==> src/rtl/audio_sample_scheduler.sv <==
// Paces audio_processor at the audio sample rate: one sample per CLK_DIV clocks.
// Samples flow over valid/ready streams. Enables change only at frame boundaries.
module audio_sample_scheduler #(
  parameter int CLK_DIV      = 1042,
  parameter int PROC_LATENCY = 4,
  parameter int FRAME_SIZE   = 1000
) (
  input  logic               clk,
  input  logic               rst_n,
  input  logic               in_valid,
  output logic               in_ready,
  input  logic signed [15:0] in_data,
  output logic               out_valid,
  input  logic               out_ready,
  output logic signed [15:0] out_data,
  input  logic [9:0]         en_req,
  output logic [9:0]         en_out,
  output logic signed [15:0] proc_sample,
  input  logic signed [15:0] proc_out,
  input  logic [15:0]        est_freq,
  input  logic [15:0]        target_freq,
  output logic               log_valid,
  output logic [31:0]        log_frame,
  output logic [15:0]        log_est,
  output logic [15:0]        log_target,
  output logic [15:0]        underrun_cnt,
  output logic [15:0]        overrun_cnt,
  output logic               busy
);

  localparam int DIV_W = $clog2(CLK_DIV);
  localparam int SET_W = $clog2(PROC_LATENCY + 1);
  localparam int IDX_W = $clog2(FRAME_SIZE + 1);
  localparam logic [DIV_W-1:0] DIV_LAST = DIV_W'(CLK_DIV - 1);
  localparam logic [SET_W-1:0] SET_LAST = SET_W'(PROC_LATENCY - 1);
  localparam logic [IDX_W-1:0] IDX_LAST = IDX_W'(FRAME_SIZE - 1);

  typedef enum logic [1:0] {IDLE, SETTLE, CAPTURE, PUSH} state_t;

  state_t           state;
  logic [DIV_W-1:0] div;
  logic [SET_W-1:0] settle_cnt;
  logic [IDX_W-1:0] sample_idx;
  logic [31:0]      frame;
  logic             tick;
  logic             boundary;

  assign tick     = (div == DIV_LAST);
  assign boundary = (sample_idx == '0);
  assign in_ready = (state == IDLE) && tick && in_valid;
  assign busy     = (state != IDLE);

  // Free-running rate divider; never stalled by a busy pipeline.
  always_ff @(posedge clk) begin
    if (!rst_n) div <= '0;
    else        div <= tick ? '0 : div + 1'b1;
  end

  always_ff @(posedge clk) begin
    if (!rst_n) begin
      state        <= IDLE;
      settle_cnt   <= '0;
      sample_idx   <= '0;
      frame        <= '0;
      out_valid    <= 1'b0;
      out_data     <= '0;
      en_out       <= '0;
      proc_sample  <= '0;
      log_valid    <= 1'b0;
      log_frame    <= '0;
      log_est      <= '0;
      log_target   <= '0;
      underrun_cnt <= '0;
      overrun_cnt  <= '0;
    end else begin
      log_valid <= 1'b0;
      // Ticks landing while a sample is still in flight are dropped and counted.
      if (tick && state != IDLE && overrun_cnt != 16'hFFFF)
        overrun_cnt <= overrun_cnt + 16'd1;
      unique case (state)
        IDLE: if (tick) begin
          if (in_valid) begin
            proc_sample <= in_data;
          end else begin
            proc_sample <= '0;
            if (underrun_cnt != 16'hFFFF) underrun_cnt <= underrun_cnt + 16'd1;
          end
          if (boundary) en_out <= en_req;
          settle_cnt <= '0;
          state      <= SETTLE;
        end
        SETTLE: begin
          settle_cnt <= settle_cnt + 1'b1;
          if (settle_cnt == SET_LAST) state <= CAPTURE;
        end
        CAPTURE: begin
          out_data  <= proc_out;
          out_valid <= 1'b1;
          if (boundary) begin
            log_est    <= est_freq;
            log_target <= target_freq;
            log_frame  <= frame;
            log_valid  <= 1'b1;
            frame      <= frame + 32'd1;
          end
          state <= PUSH;
        end
        PUSH: if (out_ready) begin
          out_valid  <= 1'b0;
          sample_idx <= (sample_idx == IDX_LAST) ? '0 : sample_idx + 1'b1;
          state      <= IDLE;
        end
        default: state <= IDLE;
      endcase
    end
  end

endmodule

==> config.mk <==
export PLATFORM = sky130hd
export DESIGN_NAME = audio_sample_scheduler
export DESIGN_NICKNAME = d
export VERILOG_FILES = /design/src/rtl/audio_sample_scheduler.sv
export SDC_FILE = /design/constraint.sdc
export NUM_CORES = 1
export LEC_CHECK = 0
export CELL_PAD_IN_SITES_DETAIL_PLACEMENT = 0
export CELL_PAD_IN_SITES_GLOBAL_PLACEMENT = 1
export CORE_UTILIZATION = 30
export DETAILED_ROUTE_END_ITERATION = 7
export GPL_ROUTABILITY_DRIVEN = 0
export GPL_TIMING_DRIVEN = 0
export HOLD_SLACK_MARGIN = 0.05
export PLACE_DENSITY = 0.73
export SLEW_MARGIN = 20
export SYNTH_ARGS = -nofsm -noshare
export SYNTH_HDL_FRONTEND = slang
export SYNTH_SLANG_ARGS = --single-unit
==> constraint.sdc <==
create_clock -name clk -period 3.2 [get_ports clk]
set_input_delay 0.64 -clock clk [delete_from_list [all_inputs] [get_ports clk]]
set_output_delay 0.64 -clock clk [all_outputs]
set_load 0.05 [all_outputs]
==> results.toml <==
[sta]
layout_min_cycle_time_ns = 2.88
fin_skew_ns = 0.0117
slew_viol_final = 0
clock.fmax_ghz = 0.348
final.setup.tns_ns = 0
rsz0062_at_grt = "no"
hold_violations = 0
tightest_slew_ns = 0.997
fin_crit_sh_pct = 89.9
setup_viol_count_final = 0
slew_headroom_pct = 32.9

[run]
max-cap-violations = 0

[worst_setup_path]
slowest_delay_ns = 0.45
endpoint_kind = "output port"
crit_chain = "ha_1, nor4bb_1, nand4_1, buf_4, nor2_1, clkdlybuf4s15_2"
required_ns = 2.56
critPathArrivalTime_ns = 2.24
critPathLaunchType = "flop"
critPathKind = "reg2out"
slowest_stage = "nor4bb_1"
critPathMaxFanout = 5
cp_top_family = "simple AND/OR/NAND/NOR gates"
cp_num_buf_inv = 2

[global_routing]
grt_pass1_wl_mm = 38.2
overflow = 0
grt_antenna_before_repair = 1
grt_max_degree = 18
grt_pass1_vias = 7072
grt_util_all_layers_pct = 17.2

[synthesis]
synthCells = 973
synthesis.area_mm2 = 0.00817
synth_edf_count = 0
yosys_warnings = 0
synth_nets = 1065
ys.flop_type = "dfxtp_1"
syn_area_per_cell_um2 = 8.40
yosysUniqueCellTypes = 53
synthArstFlopShare_pct = 0
ys_ff_latch = 198
synth.yosys.seq_area_share_pct = 48.5

[placed_design]
dp_hpwl_mm = 17.3
dpl_cell_area_mm2 = 0.0108
io_buffers = 219

[power_and_ir_drop]
p_leak_nw = 3.71
comb_power_share_pct = 8.3
switching_share_pct = 24.0
p_switching_mw = 1.27
peakVddDrop_v = 0.000384
pwr-share-clk_pct = 44.1
internal_power_mw = 4.00
cellPowerDensity_mw_per_mm2 = 460
seqPwrFrac_pct = 47.6

[clocking]
cts_tree = "done"
postCtsHoldBufs = 0
clkLatencyLatePin_ns = 0.43
clk_pin_slew_worst_paths_ns = 0.07
max-clock-path-buffers = 2
cts_sinks = 198
htreeDepth = 4
clockRootBuffer = "clkbuf_16"
numCtsBuffers = 17

[route]
drtIter0Drc = 311
dr.pass1.iters = 5
routedWlPerCell_um = 15.1
drtAntennaViolNets = 0
vias_per_cell = 4.77
drc = 0
dr_total_vias = 7466
drt_wl_total_mm = 23.6

[floorplanning]
die_area_mm2 = 0.0279
initial_utilization_pct = 30.5
ios = 220
die_y_um = 167
row_count = 60
core-area_mm2 = 0.0268
die-width_um = 167

[final_layout]
final_layout_size_suffix_gt1_share_pct = 4.74
final_common_cell = "clkdlybuf4s50_1"
most-common-layout-cells = "218 x clkdlybuf4s50_1, 207 x nand2_1, 198 x dfxtp_1"
final_net_count = 1304
design_area_mm2 = 0.0114
fill_cells = 2724
fin_util_pct = 42.7
syn_to_final_growth_pct = 40.1

[run_status]
status = "finished, final reports clean"

[min_path]
hp-class = "reg2reg"
-- stage by stage --
| step | hold WS (ns) | setup slack [ns] | total power [mW] | cells |
|---|---|---|---|---|
| 3_3_place_gp | 0.438 | -0.546 | 3.00 | 1533 |
| 4_1_cts | 0.453 | 0.0985 | 5.34 | 1566 |
| 5_1_grt | 0.467 | 0.0390 | 5.48 | 1565 |
| 6_report | 0.449 | 0.323 | 5.27 | 1566 |
| 2_1_floorplan | 0.440 | 0.543 | 2.79 | 973 |
| 3_5_place_dp | 0.443 | -0.541 | 3.00 | 1533 |
-- logic make-up (layout without fill, tap and decap cells) --
kind of cell / count (synthesis) / after routing / share of synthesized area (%)
XOR/XNOR: 47 / 47 / 5.04
other: 0 / 1 / 0
buffers and inverters: 69 / 320 / 3.61
AO/OA/AOI/OAI: 152 / 152 / 10.2
adder cells (fa/ha/maj): 14 / 14 / 2.14
flip-flops: 198 / 198 / 48.5
AND/OR/NAND/NOR: 467 / 467 / 27.3
multiplexers: 26 / 26 / 3.20
-- area by class of cell --
class	instances	area [um^2]	area share, %
Sequential cell	198	3960	34.6
Multi-Input combinational cell	706	3920	34.2
Timing Repair Buffer	221	2210	19.3
Clock buffer	18	439	3.84
Tap cell	341	427	3.73
Buffer	49	221	1.94
Clock inverter	13	193	1.68
Inverter	19	71.3	0.623
Antenna cell	1	2.50	0.0219
-- synth_stat cells, types with 9 or more instances --
| library cell | instances | area share [%] |
|---|---|---|
| clkbuf_1 | 39 | 1.8 |
| xnor2_1 | 32 | 3.4 |
| mux2i_1 | 25 | 3.1 |
| and4_1 | 9 | 0.96 |
| nand2_1 | 207 | 9.5 |
| nand4_1 | 23 | 1.8 |
| a21oi_1 | 114 | 7.0 |
| nor2_1 | 83 | 3.8 |
| nor3_1 | 18 | 1.1 |
| o21ai_0 | 13 | 0.80 |
| nand2b_1 | 11 | 0.84 |
| xor2_1 | 15 | 1.6 |
| ha_1 | 14 | 2.1 |
| o31ai_1 | 11 | 1.0 |
| nor4_1 | 14 | 1.1 |
| or4_1 | 13 | 1.2 |
| nand3_1 | 50 | 3.1 |
| inv_1 | 19 | 0.87 |
| dfxtp_1 | 198 | 49 |
| or3_1 | 11 | 0.84 |
-- final timing paths --
check / slack [ns] / cells after the start / to / startpoint
max reg2reg: 0.50 / 6 / overrun_cnt[9] / div[0]
max: 0.32 / 6 / in_ready / div[0]
min reg2reg: 0.45 / 2 / log_frame[29] / log_frame[29]
min: 0.45 / 2 / log_frame[29] / log_frame[29]
-- tightest hold or removal path, stage by stage, from the launching register on --
cell and delay (ns):
dfxtp_1 0.31, nand2_1 0.05, a21oi_1 0.05
-- power groups by stage --
stage / logic [mW] / registers, mW / clock network (mW)
after global placement: 0.440 / 2.56 / 0
after CTS: 0.443 / 2.51 / 2.40
after floorplan: 0.187 / 2.61 / 0
final: 0.437 / 2.51 / 2.33
after detailed placement: 0.440 / 2.56 / 0
after global routing: 0.477 / 2.51 / 2.49
-- timing repair --
item                                    in CTS  in global routing
buffers inserted                             2                  0
endpoints found under the setup margin       1                  1
pin swaps                                    1                  0
gates resized for setup                      4                  0
-- layer usage --
metal,track usage (%),share of wire [%],up-vias
met5,0,0,-
met4,5.84,1.7,0
met3,2.95,3.3,28
met2,28.5,48,124
met1,22.5,47,3480
li1,-,-,3834
-- sequential cells by signal, indices dropped and copies added (netlist names), 2 cells and up --
name / flops
log_frame: 32
log_est: 16
sample_idx: 10
log_target: 16
out_data: 16
frame: 32
state: 2
proc_sample: 16
div: 11
en_out: 10
settle_cnt: 3
underrun_cnt: 16
overrun_cnt: 16
(Power assumes the default switching activity.)
